File: src/rtl/imem_fetch_ctrl.sv
// Instruction-fetch sequencer: owns the PC, fetches from combinational imem into a
// small prefetch FIFO, handles redirect/halt. Optional perf counters under FETCH_PERF_EN.
module imem_fetch_ctrl #(
    parameter logic [31:0] RESET_PC = 32'h0000_0000,
    parameter int          DEPTH    = 2
) (
    input  logic        clk,
    input  logic        rst_n,
    output logic [31:0] imem_addr,
    input  logic [31:0] imem_rdata,
    output logic [31:0] instr_out,
    output logic [31:0] instr_pc,
    output logic        instr_valid,
    input  logic        instr_ready,
    input  logic        redirect,
    input  logic [31:0] redirect_pc,
    input  logic        halt_req,
`ifdef FETCH_PERF_EN
    output logic [31:0] stall_cycles,
    output logic [31:0] flush_count,
    input  logic        perf_clear,
`endif
    output logic        halted
);

    localparam int AW = (DEPTH > 1) ? $clog2(DEPTH) : 1;
    localparam int CW = AW + 1;
    localparam logic [CW-1:0] FULL_CNT = CW'(DEPTH);

    localparam logic [1:0] ST_IDLE = 2'd0;
    localparam logic [1:0] ST_RUN  = 2'd1;
    localparam logic [1:0] ST_HALT = 2'd2;

    logic [1:0]    r_state;
    logic [1:0]    w_state_nxt;
    logic [31:0]   r_pc;
    logic [AW-1:0] r_wr_ptr;
    logic [AW-1:0] r_rd_ptr;
    logic [CW-1:0] r_count;
    logic [31:0]   r_mem_data [DEPTH];
    logic [31:0]   r_mem_pc   [DEPTH];
    logic [31:0]   r_last_data;
    logic [31:0]   r_last_pc;

    logic w_valid;
    logic w_pop;
    logic w_flush;
    logic w_full;
    logic w_push;

    // Handshake: a head entry transfers on any posedge where instr_valid && instr_ready;
    // instr_valid never depends on instr_ready, and a redirect voids a coinciding transfer.
    assign w_valid = (r_count != '0);
    assign w_pop   = w_valid && instr_ready;
    assign w_flush = redirect && (r_state != ST_IDLE);
    assign w_full  = (r_count == FULL_CNT);
    assign w_push  = (r_state == ST_RUN) && !w_flush && !halt_req && (!w_full || w_pop);

    always_comb begin
        w_state_nxt = r_state;
        case (r_state)
            ST_IDLE: w_state_nxt = ST_RUN;
            ST_RUN:  if (halt_req)  w_state_nxt = ST_HALT;
            ST_HALT: if (!halt_req) w_state_nxt = ST_RUN;
            default: w_state_nxt = ST_IDLE;
        endcase
    end

    always_ff @(posedge clk or negedge rst_n) begin
        if (!rst_n) begin
            r_state <= ST_IDLE;
            r_pc    <= RESET_PC;
        end else begin
            r_state <= w_state_nxt;
            if (w_flush)
                r_pc <= redirect_pc;
            else if (w_push)
                r_pc <= r_pc + 32'd1;
        end
    end

    always_ff @(posedge clk or negedge rst_n) begin
        if (!rst_n) begin
            r_wr_ptr <= '0;
            r_rd_ptr <= '0;
            r_count  <= '0;
        end else if (w_flush) begin
            r_wr_ptr <= '0;
            r_rd_ptr <= '0;
            r_count  <= '0;
        end else begin
            if (w_push)
                r_wr_ptr <= r_wr_ptr + AW'(1);
            if (w_pop)
                r_rd_ptr <= r_rd_ptr + AW'(1);
            if (w_push && !w_pop)
                r_count <= r_count + CW'(1);
            else if (w_pop && !w_push)
                r_count <= r_count - CW'(1);
        end
    end

    always_ff @(posedge clk) begin
        if (w_push) begin
            r_mem_data[r_wr_ptr] <= imem_rdata;
            r_mem_pc[r_wr_ptr]   <= r_pc;
        end
    end

    // Snapshot of the displayed head so the outputs hold it once the FIFO empties.
    always_ff @(posedge clk or negedge rst_n) begin
        if (!rst_n) begin
            r_last_data <= '0;
            r_last_pc   <= '0;
        end else if (w_valid) begin
            r_last_data <= r_mem_data[r_rd_ptr];
            r_last_pc   <= r_mem_pc[r_rd_ptr];
        end
    end

    assign imem_addr   = r_pc;
    assign instr_valid = w_valid;
    assign instr_out   = w_valid ? r_mem_data[r_rd_ptr] : r_last_data;
    assign instr_pc    = w_valid ? r_mem_pc[r_rd_ptr]   : r_last_pc;
    assign halted      = (r_state == ST_HALT);

`ifdef FETCH_PERF_EN
    logic        w_stall;
    logic        w_flush_hit;
    logic [31:0] r_stall_cycles;
    logic [31:0] r_flush_count;

    assign w_stall     = (r_state == ST_RUN) && !w_flush && !halt_req && w_full && !w_pop;
    assign w_flush_hit = w_flush && w_valid;

    always_ff @(posedge clk or negedge rst_n) begin
        if (!rst_n) begin
            r_stall_cycles <= '0;
            r_flush_count  <= '0;
        end else if (perf_clear) begin
            r_stall_cycles <= '0;
            r_flush_count  <= '0;
        end else begin
            if (w_stall && (r_stall_cycles != 32'hFFFF_FFFF))
                r_stall_cycles <= r_stall_cycles + 32'd1;
            if (w_flush_hit && (r_flush_count != 32'hFFFF_FFFF))
                r_flush_count <= r_flush_count + 32'd1;
        end
    end

    assign stall_cycles = r_stall_cycles;
    assign flush_count  = r_flush_count;
`endif

endmodule

File: config.mk
export PLATFORM = sky130hd
export DESIGN_NAME = imem_fetch_ctrl
export DESIGN_NICKNAME = d
export VERILOG_FILES = /design/src/rtl/imem_fetch_ctrl.sv
export SDC_FILE = /design/constraint.sdc
export NUM_CORES = 1
export LEC_CHECK = 0
export ABC_AREA = 1
export CAP_MARGIN = 20
export CORE_MARGIN = 1
export CORE_UTILIZATION = 30
export DETAILED_ROUTE_END_ITERATION = 6
export HOLD_SLACK_MARGIN = 0.05
export PLACE_DENSITY = 0.55
export SYNTH_ARGS = -nofsm -noshare
export SYNTH_HDL_FRONTEND = slang
export SYNTH_SLANG_ARGS = --single-unit
File: constraint.sdc
create_clock -name clk -period 6.5 [get_ports clk]
set_input_delay 0.65 -clock clk [delete_from_list [all_inputs] [get_ports clk]]
set_output_delay 0.65 -clock clk [all_outputs]
set_load 0.005 [all_outputs]
==> summary.md <==
Timing
* **Max Slew Vio Count** 0
* **setup total negative slack** 0 ps
* **Slew @ Worst Pin** 957.7 ps
* **final hold viol count** 0
* **final setup vio count** 0
* **RSZ-0062 raised after global routing** no
* **fmax** 283.3 MHz
* **worst clock skew** 13.17 ps
* **Final min period** 3530 ps
* **Worst slew margin** 0.3615
* **final worst-path cycle share** 0.5431

Setup path
* **RR Endpoint** imem_addr[14]
* **cells traversed along the worst timing path** nor2_4 > inv_2 > buf_4 > nor2_1 > a21oi_1 > clkdlybuf4s50_1
* **Critical path buffers and inverters** 3
* **Critical path destination** instr_pc[19]
* **CP startpoint kind** flip-flop
* **arrival time at the worst endpoint** 2880 ps
* **peak fanout along the critical path** 45
* **critical path type** flip-flop to primary output
* **R2R cell count** 9
* **critical path's largest stage delay** 550 ps
* **number of cells on the critical path** 6
* **CP endpoint kind** primary output
* **Setup crit start** r_count[1]
* **worst r2r src** r_state[1]
* **Worst path slowest cell** sky130_fd_sc_hd__buf_4
* **cell family with the largest share of critical-path delay** buffers and inverters
* **required arrival time at the worst endpoint** 5850 ps
* **register-to-register setup slack** 3960 ps

Global route
* **all-layer global routing usage** 0.1586
* **total congestion overflow** 0
* **largest net degree at the start of global routing** 66
* **initial antenna violation count** 0
* **wire length of the first global-routing pass** 40.46 mm
* **via count of the first global-routing pass** 6993

Clock network
* **TritonCTS clock tree** done
* **CTS-repair resized insts** 0
* **Hold Buf Count CTS** 0
* **post-CTS setup-driven buffer insertion count** 0
* **number of levels in the clock H-tree** 1
* **clock net sink count** 230
* **Longest Clk Path Bufs** 3
* **Num CTS Buffers** 26
* **buffer cell driving the clock tree root** sky130_fd_sc_hd__clkbuf_16
* **worst skew pair latency** 530 ps
* **clock transition at the registers of the reported paths** 60 ps

Route
* **initial DRC count** 550
* **number of remaining DRC errors** 0
* **first-pass iteration count of the detailed router** 5
* **wirelength, routed** 26.09 mm
* **via count** 7160
* **mean number of vias per cell** 4.692
* **Antenna Violating Nets Remaining** 0
* **routed len/inst** 17.10 um

Floorplan
* **die outline area** 0.03265 mm2
* **core area** 0.03147 mm2
* **IO Pins** 167
* **Die Span Y** 180.7 um
* **Placement Rows** 65
* **Initial Util** 0.3044
* **die width** 180.7 um

Place
* **RePlAce Congestion** 0.8389
* **# port buffers** 166
* **HPWL reported at the end of detailed placement** 16.30 mm
* **placed instance count** 1478

Yosys
* **cells taking the most area after synthesis** sky130_fd_sc_hd__edfxtp_1, sky130_fd_sc_hd__dfrtp_1, sky130_fd_sc_hd__nand2_1
* **register bit total from synthesis** 230
* **number of library cell types mapped by synthesis** 33
* **number of nets in the synthesized netlist** 1012
* **sequential fraction of the synthesis area** 0.6676
* **dominant cell type by area after synthesis** sky130_fd_sc_hd__edfxtp_1
* **Yosys top cell area share** 0.4012
* **mean cell area of the mapped netlist** 10.17 um2
* **Mapped Area** 0.009580 mm2
* **Yosys warning total** 0
* **Cells after Synth** 942

Layout
* **Fill cells** 3061
* **antenna cell count** 0
* **ratio of cells with drive above 1 in the final layout** 0.07918
* **synth-to-layout area growth** 30.22%
* **Nets** 1174
* **filler-free cell count of the finished design** 1526

Pwr
* **Peak supply drop** 0.2197 mV
* **Seq pwr share** 0.382
* **cell leakage power** 4.838 nW
* **switching power summed over all nets** 0.002148 W
* **Pint** 0.003931 W
* **relative contribution of the clock network to total power** 0.240
* **power per cell area** 487.2 mW/mm2
* **Net Sw Frac** 0.3534
* **share of total power in combinational logic** 0.378

Outcome
* **result of the run** completed

Run
* **Max-Cap Viols** 0

Min path
* **Hold/Removal Path Class** primary input to asynchronous set/reset pin

-- metal layers --
metal  routed length [um]  global-route usage
met5                    0                   0
met1                12090              0.2204
met3                 1450             0.02802
met4                  426             0.03590
met2                12120              0.2575
-- cells by family (layout without fill, tap and decap cells) --
| kind of cell | Yosys count | after routing | synth area share |
|---|---|---|---|
| buf+inv | 80 | 262 | 0.03735 |
| compound gates | 173 | 173 | 0.09299 |
| flops | 230 | 230 | 0.6676 |
| xor+xnor | 3 | 3 | 0.002743 |
| simple gates | 455 | 455 | 0.1980 |
| fa+ha+maj | 1 | 1 | 0.001306 |
-- cell type report --
| cell class | instances | area (um2) | area share |
|---|---|---|---|
| clock buffers | 34 | 732.0 | 0.05867 |
| clock inverters | 14 | 125.1 | 0.01003 |
| inverters | 40 | 150.1 | 0.01203 |
| multi-input cells | 632 | 2849 | 0.2284 |
| flip-flops and latches | 230 | 6397 | 0.5128 |
| well taps | 402 | 503.0 | 0.04032 |
| repair buffers | 174 | 1719 | 0.1378 |
-- registers in the layout (all words and copies together), names as in the netlist, 2 cells and up --
name / count
r_mem_data: 64
r_mem_pc: 64
imem_addr: 32
r_last_data: 32
r_last_pc: 32
r_count: 2
r_state: 2
-- power groups by stage --
stage / registers, W / clock network, W / logic (W)
6_report: 0.00232 / 0.00146 / 0.00230
3_3_place_gp: 0.00235 / 0 / 0.00231
2_1_floorplan: 0.00221 / 0 / 0.00114
5_1_grt: 0.00237 / 0.00155 / 0.00255
4_1_cts: 0.00233 / 0.00150 / 0.00235
3_5_place_dp: 0.00235 / 0 / 0.00233
-- stage by stage --
stage	area, um2	setup slack [ps]	power [W]	hold slack (ps)	util
2_1_floorplan	9580	2341	0.003350	354.4	-
3_3_place_gp	11620	3456	0.004657	524.7	0.3692
3_5_place_dp	11620	3444	0.004685	529.1	0.3692
4_1_cts	12480	2894	0.006173	214.7	0.3964
5_1_grt	12480	2767	0.006468	255.0	0.3964
6_report	12480	2970	0.006078	189.1	0.3964
-- layout by cell type (no fill, tap or decap), types with 2 or more instances in the layout --
cell type / synthesis / layout
sky130_fd_sc_hd__clkinvlp_4: 0 / 2
sky130_fd_sc_hd__o21bai_1: 2 / 2
sky130_fd_sc_hd__nor2_1: 166 / 163
sky130_fd_sc_hd__a31oi_1: 3 / 3
sky130_fd_sc_hd__edfxtp_1: 128 / 128
sky130_fd_sc_hd__or2_2: 2 / 2
sky130_fd_sc_hd__o21ai_0: 19 / 19
sky130_fd_sc_hd__a21oi_2: 2 / 2
sky130_fd_sc_hd__nor2_2: 5 / 5
sky130_fd_sc_hd__nand2_1: 219 / 219
sky130_fd_sc_hd__o21ai_1: 7 / 7
sky130_fd_sc_hd__xor2_1: 2 / 2
sky130_fd_sc_hd__dfrtp_1: 102 / 101
sky130_fd_sc_hd__a21oi_1: 138 / 138
sky130_fd_sc_hd__clkbuf_1: 15 / 4
sky130_fd_sc_hd__nand2_2: 7 / 7
sky130_fd_sc_hd__inv_2: 4 / 6
sky130_fd_sc_hd__nor2_4: 5 / 8
sky130_fd_sc_hd__clkinv_2: 0 / 6
sky130_fd_sc_hd__nor3_1: 2 / 2
sky130_fd_sc_hd__nand3_2: 4 / 4
sky130_fd_sc_hd__nand3_1: 40 / 40
sky130_fd_sc_hd__inv_1: 36 / 34
sky130_fd_sc_hd__clkbuf_16: 0 / 27
sky130_fd_sc_hd__clkinv_1: 0 / 3
sky130_fd_sc_hd__clkdlybuf4s50_1: 0 / 165
sky130_fd_sc_hd__bufinv_16: 0 / 2
sky130_fd_sc_hd__clkbuf_8: 0 / 3
sky130_fd_sc_hd__buf_4: 8 / 9
-- worst min path at each step --
stage                 startpoint               to  slack (ps)  cells after the start
2_1_floorplan              rst_n     imem_addr[0]         350                      0
3_3_place_gp     r_mem_pc[0][11]    r_last_pc[11]         520                      2
3_5_place_dp   r_mem_data[0][19]  r_last_data[19]         530                      2
4_1_cts                    rst_n    r_last_pc[12]         210                      1
5_1_grt                    rst_n    r_last_pc[12]         250                      1
6_report                   rst_n     r_last_pc[4]         190                      1
-- synth_stat cells --
cell type and n:
sky130_fd_sc_hd__dfrtp_1 102, sky130_fd_sc_hd__nand2_1 219, sky130_fd_sc_hd__xor2_1 2, sky130_fd_sc_hd__o21ai_0 19, sky130_fd_sc_hd__xnor2_1 1, sky130_fd_sc_hd__nor3_1 2
sky130_fd_sc_hd__nand3_1 40, sky130_fd_sc_hd__ha_1 1, sky130_fd_sc_hd__nand3b_1 1, sky130_fd_sc_hd__nor3b_2 1, sky130_fd_sc_hd__a21oi_1 138, sky130_fd_sc_hd__inv_1 36
sky130_fd_sc_hd__buf_6 1, sky130_fd_sc_hd__nand2_2 7, sky130_fd_sc_hd__o21bai_1 2, sky130_fd_sc_hd__buf_2 16, sky130_fd_sc_hd__buf_4 8, sky130_fd_sc_hd__a21oi_2 2
sky130_fd_sc_hd__edfxtp_1 128, sky130_fd_sc_hd__clkbuf_1 15, sky130_fd_sc_hd__a31oi_1 3, sky130_fd_sc_hd__nand3_2 4, sky130_fd_sc_hd__nor2_8 1, sky130_fd_sc_hd__nor2_2 5
sky130_fd_sc_hd__o21ai_1 7, sky130_fd_sc_hd__nor2_4 5, sky130_fd_sc_hd__or2_2 2, sky130_fd_sc_hd__inv_2 4, sky130_fd_sc_hd__o211a_1 1, sky130_fd_sc_hd__nor2_1 166
sky130_fd_sc_hd__nand2_4 1, sky130_fd_sc_hd__nand4_1 1, sky130_fd_sc_hd__o21ai_2 1
Note: power is estimated with default switching activity, not from simulation.
